File: config.mk
export PLATFORM = sky130hd
export DESIGN_NAME = sync_fifo_param
export DESIGN_NICKNAME = d
export VERILOG_FILES = /design/src/rtl/sync_fifo_pkg.sv /design/src/rtl/fifo_mem.sv /design/src/rtl/sync_fifo_param.sv
export SDC_FILE = /design/constraint.sdc
export NUM_CORES = 1
export LEC_CHECK = 0
export CORE_MARGIN = 2
export CORE_UTILIZATION = 45
export CTS_CLUSTER_SIZE = 10
export DETAILED_ROUTE_END_ITERATION = 10
export PLACE_DENSITY = 0.64
export REMOVE_ABC_BUFFERS = 1
export SKIP_LAST_GASP = 1
export SLEW_MARGIN = 20
export SYNTH_ARGS = -nofsm -noshare
export SYNTH_HDL_FRONTEND = slang
export SYNTH_SLANG_ARGS = --single-unit
File: constraint.sdc
create_clock -name clk -period 2.9 [get_ports clk]
set_input_delay 0.435 -clock clk [delete_from_list [all_inputs] [get_ports clk]]
set_output_delay 0.435 -clock clk [all_outputs]
set_load 0.03 [all_outputs]
File: src/rtl/sync_fifo_pkg.sv
// sync_fifo_pkg: shared sizing helpers and default thresholds for
// sync_fifo_param and its storage sub-module.
//   ptr_w(depth)      : pointer width, at least 1 bit
//   cnt_w(depth)      : occupancy width, able to hold 0..depth
//   default_af(depth) : default almost-full threshold (depth-1)
//   thresh_ok(...)    : legal range check for both thresholds
package sync_fifo_pkg;

  localparam int unsigned DEFAULT_AE_THRESH = 1;

  function automatic int unsigned ptr_w(input int unsigned depth);
    return (depth > 1) ? $clog2(depth) : 1;
  endfunction

  function automatic int unsigned cnt_w(input int unsigned depth);
    return $clog2(depth + 1);
  endfunction

  function automatic int unsigned default_af(input int unsigned depth);
    return depth - 1;
  endfunction

  function automatic bit thresh_ok(input int unsigned depth,
                                   input int unsigned af,
                                   input int unsigned ae);
    return (af >= 1) && (af <= depth) && (ae <= depth - 1);
  endfunction

endpackage

File: src/rtl/fifo_mem.sv
// fifo_mem: simple dual-port storage array, WIDTH x DEPTH.
// Synchronous write, asynchronous (combinational) read, no reset.
//   clk_i   : clock, rising edge
//   we_i    : write enable
//   waddr_i : write address
//   wdata_i : write data
//   raddr_i : read address
//   rdata_o : read data, mem[raddr_i]
module fifo_mem #(
  parameter int unsigned WIDTH = 8,
  parameter int unsigned DEPTH = 8,
  parameter int unsigned AW    = 3
) (
  input  logic             clk_i,
  input  logic             we_i,
  input  logic [AW-1:0]    waddr_i,
  input  logic [WIDTH-1:0] wdata_i,
  input  logic [AW-1:0]    raddr_i,
  output logic [WIDTH-1:0] rdata_o
);

  logic [WIDTH-1:0] mem_q [DEPTH];

  always_ff @(posedge clk_i) begin
    if (we_i) mem_q[waddr_i] <= wdata_i;
  end

  assign rdata_o = mem_q[raddr_i];

endmodule

File: src/rtl/sync_fifo_param.sv
// sync_fifo_param: parametrised single-clock FIFO with programmable
// almost-full/almost-empty thresholds and overflow/underflow pulses.
//   clk, rst (async, active-high)
//   wr_en, wr_data            : write request / data
//   rd_en                     : read request (pop/ack in FWFT mode)
//   rd_data, rd_valid         : read data / valid
//   full, empty, almost_full, almost_empty, count : decodes of occupancy
//   overflow, underflow       : 1-cycle pulses for rejected requests
// Optional feature: define SYNC_FIFO_FWFT_EN for first-word-fall-through,
// otherwise reads are registered with 1-cycle latency.
module sync_fifo_param
  import sync_fifo_pkg::*;
#(
  parameter int unsigned WIDTH     = 8,
  parameter int unsigned DEPTH     = 8,
  parameter int unsigned AF_THRESH = default_af(DEPTH),
  parameter int unsigned AE_THRESH = DEFAULT_AE_THRESH
) (
  input  logic                    clk,
  input  logic                    rst,
  input  logic                    wr_en,
  input  logic [WIDTH-1:0]        wr_data,
  input  logic                    rd_en,
  output logic [WIDTH-1:0]        rd_data,
  output logic                    rd_valid,
  output logic                    full,
  output logic                    empty,
  output logic                    almost_full,
  output logic                    almost_empty,
  output logic [cnt_w(DEPTH)-1:0] count,
  output logic                    overflow,
  output logic                    underflow
);

  localparam int unsigned PW = ptr_w(DEPTH);
  localparam int unsigned CW = cnt_w(DEPTH);
  localparam logic [PW-1:0] PTR_LAST = PW'(DEPTH - 1);
  localparam logic [CW-1:0] CNT_FULL = CW'(DEPTH);
  localparam logic [CW-1:0] CNT_AF   = CW'(AF_THRESH);
  localparam logic [CW-1:0] CNT_AE   = CW'(AE_THRESH);

  if (WIDTH < 1 || DEPTH < 2) begin : g_bad_size
    $error("sync_fifo_param: WIDTH must be >= 1 and DEPTH >= 2");
  end
  if (!thresh_ok(DEPTH, AF_THRESH, AE_THRESH)) begin : g_bad_thresh
    $error("sync_fifo_param: AF_THRESH must be 1..DEPTH, AE_THRESH 0..DEPTH-1");
  end

  logic [PW-1:0]    wr_ptr_q, wr_ptr_d;
  logic [PW-1:0]    rd_ptr_q, rd_ptr_d;
  logic [CW-1:0]    count_q, count_d;
  logic             ovf_q, ovf_d;
  logic             unf_q, unf_d;
  logic             wr_acc, rd_acc;
  logic [WIDTH-1:0] mem_rdata;

  fifo_mem #(
    .WIDTH (WIDTH),
    .DEPTH (DEPTH),
    .AW    (PW)
  ) u_mem (
    .clk_i   (clk),
    .we_i    (wr_acc),
    .waddr_i (wr_ptr_q),
    .wdata_i (wr_data),
    .raddr_i (rd_ptr_q),
    .rdata_o (mem_rdata)
  );

  // Flags decode the registered count only.
  assign full         = (count_q == CNT_FULL);
  assign empty        = (count_q == '0);
  assign almost_full  = (count_q >= CNT_AF);
  assign almost_empty = (count_q <= CNT_AE);
  assign count        = count_q;
  assign overflow     = ovf_q;
  assign underflow    = unf_q;

  always_comb begin
    wr_acc   = wr_en && !full;
    rd_acc   = rd_en && !empty;
    wr_ptr_d = wr_ptr_q;
    rd_ptr_d = rd_ptr_q;
    count_d  = count_q;
    ovf_d    = wr_en && full;
    unf_d    = rd_en && empty;
    // Explicit wrap so non-power-of-2 depths work.
    if (wr_acc) wr_ptr_d = (wr_ptr_q == PTR_LAST) ? '0 : wr_ptr_q + PW'(1);
    if (rd_acc) rd_ptr_d = (rd_ptr_q == PTR_LAST) ? '0 : rd_ptr_q + PW'(1);
    case ({wr_acc, rd_acc})
      2'b10:   count_d = count_q + CW'(1);
      2'b01:   count_d = count_q - CW'(1);
      default: count_d = count_q;
    endcase
  end

  always_ff @(posedge clk or posedge rst) begin
    if (rst) begin
      wr_ptr_q <= '0;
      rd_ptr_q <= '0;
      count_q  <= '0;
      ovf_q    <= 1'b0;
      unf_q    <= 1'b0;
    end else begin
      wr_ptr_q <= wr_ptr_d;
      rd_ptr_q <= rd_ptr_d;
      count_q  <= count_d;
      ovf_q    <= ovf_d;
      unf_q    <= unf_d;
    end
  end

`ifdef SYNC_FIFO_FWFT_EN
  // Head word is always presented; rd_en only pops it.
  assign rd_data  = mem_rdata;
  assign rd_valid = !empty;
`else
  logic [WIDTH-1:0] rd_data_q, rd_data_d;
  logic             rd_valid_q, rd_valid_d;

  always_comb begin
    rd_data_d  = rd_acc ? mem_rdata : rd_data_q;
    rd_valid_d = rd_acc;
  end

  always_ff @(posedge clk or posedge rst) begin
    if (rst) begin
      rd_data_q  <= '0;
      rd_valid_q <= 1'b0;
    end else begin
      rd_data_q  <= rd_data_d;
      rd_valid_q <= rd_valid_d;
    end
  end

  assign rd_data  = rd_data_q;
  assign rd_valid = rd_valid_q;
`endif

endmodule

==> out/metrics.yaml <==
global_routing:
  grt-ovfl-total: 0
  grt_antenna_before_repair: 0
  grt_pass1_wl_mm: 9.80
  grt_usage: 0.159
  grt_pass1_vias: 1850
  grt_max_degree: 36
critical_path:
  cp-end-kind: "output port"
  path_cells: "inv_1 -> ha_1 -> nor3b_2 -> clkdlybuf4s50_1"
  crit_arrival_ns: 2.07
  critPathCapture: "empty"
  critPathBufInv: 2
  critPathRequiredTime_ns: 2.47
  criticalPathCategory: "flop to output port"
  worst-path-max-fanout: 7
  cpLargestDelayFamily: "buffers and inverters"
  reg2reg_from: "count[0]"
  critPathLaunch: "count[0]"
  crit_slowest_cell: "clkdlybuf4s50_1"
  r2r_slack_ns: 0.55
  r2r-end: "count[3]"
  reg2reg_depth: 9
  cp_slowest_stage_delay_ns: 0.71
  start_kind: "flop"
  crit_cells: 4
pwr:
  pwr-share-clk: 0.183
  p_switching_w: 0.00151
  internal_power_w: 0.00264
  vdd_drop_max_uv: 337
  seq_power_share: 0.424
  switching_share: 0.364
  p_comb_frac: 0.393
  p_leak_nw: 1.52
  power_density_nw_per_um2: 1010
logic_synthesis:
  yosysTopAreaCell: "edfxtp_1"
  ys_top_cells_by_area: "edfxtp_1 55%, dfrtp_1 15%, mux2_2 7.1%, mux2i_1 4.9%, ha_1 2.9%"
  async_flop_share: 0.247
  synth.most_common_cell: "edfxtp_1"
  syn_area_um2: 3500
  synthTopCellsByCount: "64 x edfxtp_1, 22 x mux2_2, 21 x dfrtp_1, 17 x mux2i_1, 9 x o21ai_0"
  avgSynthCellArea_um2: 16.2
  synthCells: 216
  synth-main-ff-cell: "edfxtp_1"
  yosysUniqueCellTypes: 31
  yosysWarnings: 0
  ys_ff_latch: 85
  synth_edf_count: 64
  synth.top_cell.area_share: 0.549
  yosysSeqAreaShare: 0.699
timing:
  setup-violations-final: 0
  period_needed_ns: 2.51
  whs_ns: 0.516
  fin_skew_ns: 0.0121
  max_freq_mhz: 399
  worstMarginPinSlew_ns: 0.830
  hold_viol_final: 0
  setup_tns_ns: 0
  finalMaxSlewViolations: 0
  rsz0062_at_grt: "false"
  max-slew-margin-rel: 0.446
  final.period_utilization: 0.865
clock_tree:
  cts_hold_buf: 0
  root_buffer: "clkbuf_8"
  cts_tree: "built"
  clk_path_buf_depth: 2
  clock_latency_ns: 0.35
  cts.sinks: 85
  numCtsBuffers: 9
  post_cts_resized: 0
  cts-htree-levels: 3
  postCtsSetupBuffers: 0
  path_clk_slew_ns: 0.09
hold_path:
  hold_depth: 2
  min_from: "rd_data[1]"
  hp-class: "flop to flop"
layout:
  syn_to_final_growth_pct: 17.9
  n_fill_cell: 634
  diodes: 0
  drive_gt1_frac: 0.197
  fin_area_um2: 4130
  layout.cells.non_filler: 366
  finalNetCount: 279
placed_design:
  globalplace.congestion: 0.725
  dp_hpwl_mm: 4.07
  place_inst: 350
  placedInstanceArea_um2: 3950
  io_buffer_count: 30
die:
  start_util: 0.458
  fp.dieW_um: 92.2
  coreArea_um2: 7650
  num_rows: 32
  die_h_um: 92.2
  pin_count: 31
  die_area_um2: 8500
run:
  cap_violations: 0
drt:
  top_layer: "met4"
  drt-met1-wl_mm: 3.05
  wl_met3_um: 208
  drcViolationCount: 0
  dr.pass1.iters: 4
  ant_nets: 0
  dr_wl_met2_mm: 2.93
  wire_per_inst_um: 17.2
  drtIter0Drc: 112
  num_vias: 1899
  postRouteWirelength_mm: 6.29
  viasPerCell: 5.19
status:
  status: "completed"
flip-flops by register name, summed over array words and instances (netlist names):
name and count:
u_mem.mem_q 64, rd_data 8, count 4, rd_ptr_q 3, wr_ptr_q 3, overflow 1, rd_valid 1, underflow 1
per-layer routing:
metal | vias up | global-route usage
met2 | 37 | 0.241
met1 | 928 | 0.227
met3 | 8 | 0.0230
li1 | 926 | -
met5 | - | 0
met4 | 0 | 0.0746
area by class of cell:
type                            count  area [um2]  share of cell area
Inverter                            6        22.5             0.00546
Clock inverter                      7        55.1              0.0133
Timing Repair Buffer               40         375              0.0910
Tap cell                          102         128              0.0309
Sequential cell                    85        2450               0.593
Multi-Input combinational cell    117         973               0.236
Clock buffer                        9         124              0.0300
through the flow:
step | utilization | worst slack, ns | power, W
after floorplan | - | 0.219 | 0.00284
after global placement | 0.516 | 0.610 | 0.00341
after detailed placement | 0.516 | 0.582 | 0.00343
after CTS | 0.539 | 0.363 | 0.00419
after global routing | 0.539 | 0.253 | 0.00440
final | 0.539 | 0.391 | 0.00415
how the worst min path moves through the flow:
stage	endpoint	slack [ns]
finish	rd_data[1]	0.52
global route	rd_data[6]	0.54
CTS	rd_data[6]	0.52
detailed placement	rd_data[6]	0.50
global placement	rd_data[4]	0.50
floorplan	count[0]	0.41
placed cells by master, fill, tap and decap left out, drive strengths merged, types with 2 or more instances in the layout:
cell,Yosys,layout
clkbuf,1,9
inv,6,10
mux2i,17,17
dfrtp,21,21
clkinvlp,0,2
clkdlybuf4s50,0,30
buf,7,10
nand2b,4,4
edfxtp,64,64
nand2,4,4
xor2,2,2
and2,2,2
o22ai,8,8
ha,8,8
nor3,5,5
mux2,22,22
o31ai,8,8
o21ai,9,9
nor2b,2,2
xnor2,2,2
nor2,8,8
a22o,8,8
power by group through the flow:
stage	clock network [W]	logic (W)	registers (W)
4_1_cts	0.000785	0.00165	0.00176
6_report	0.000759	0.00163	0.00176
3_3_place_gp	0	0.00163	0.00177
2_1_floorplan	0	0.000827	0.00201
5_1_grt	0.000835	0.00176	0.00180
3_5_place_dp	0	0.00164	0.00179
worst reg2reg max path, cell delays in order, from the launching register on:
cell      delay [ns]
dfrtp_1         0.48
inv_1           0.08
ha_1            0.24
nor3b_2         0.18
nand2b_4        0.21
inv_1           0.10
ha_1            0.23
or4b_1          0.47
a21oi_2         0.14
xor2_1          0.14
cells by family after synthesis:
family,after synthesis,share of synthesized area
simple gates,31,0.0508
mux,39,0.119
xor+xnor,4,0.0100
compound gates,35,0.0694
fa+ha+maj,8,0.0286
flops,85,0.699
buf+inv,14,0.0225
Power figures use the tool's default switching activity.
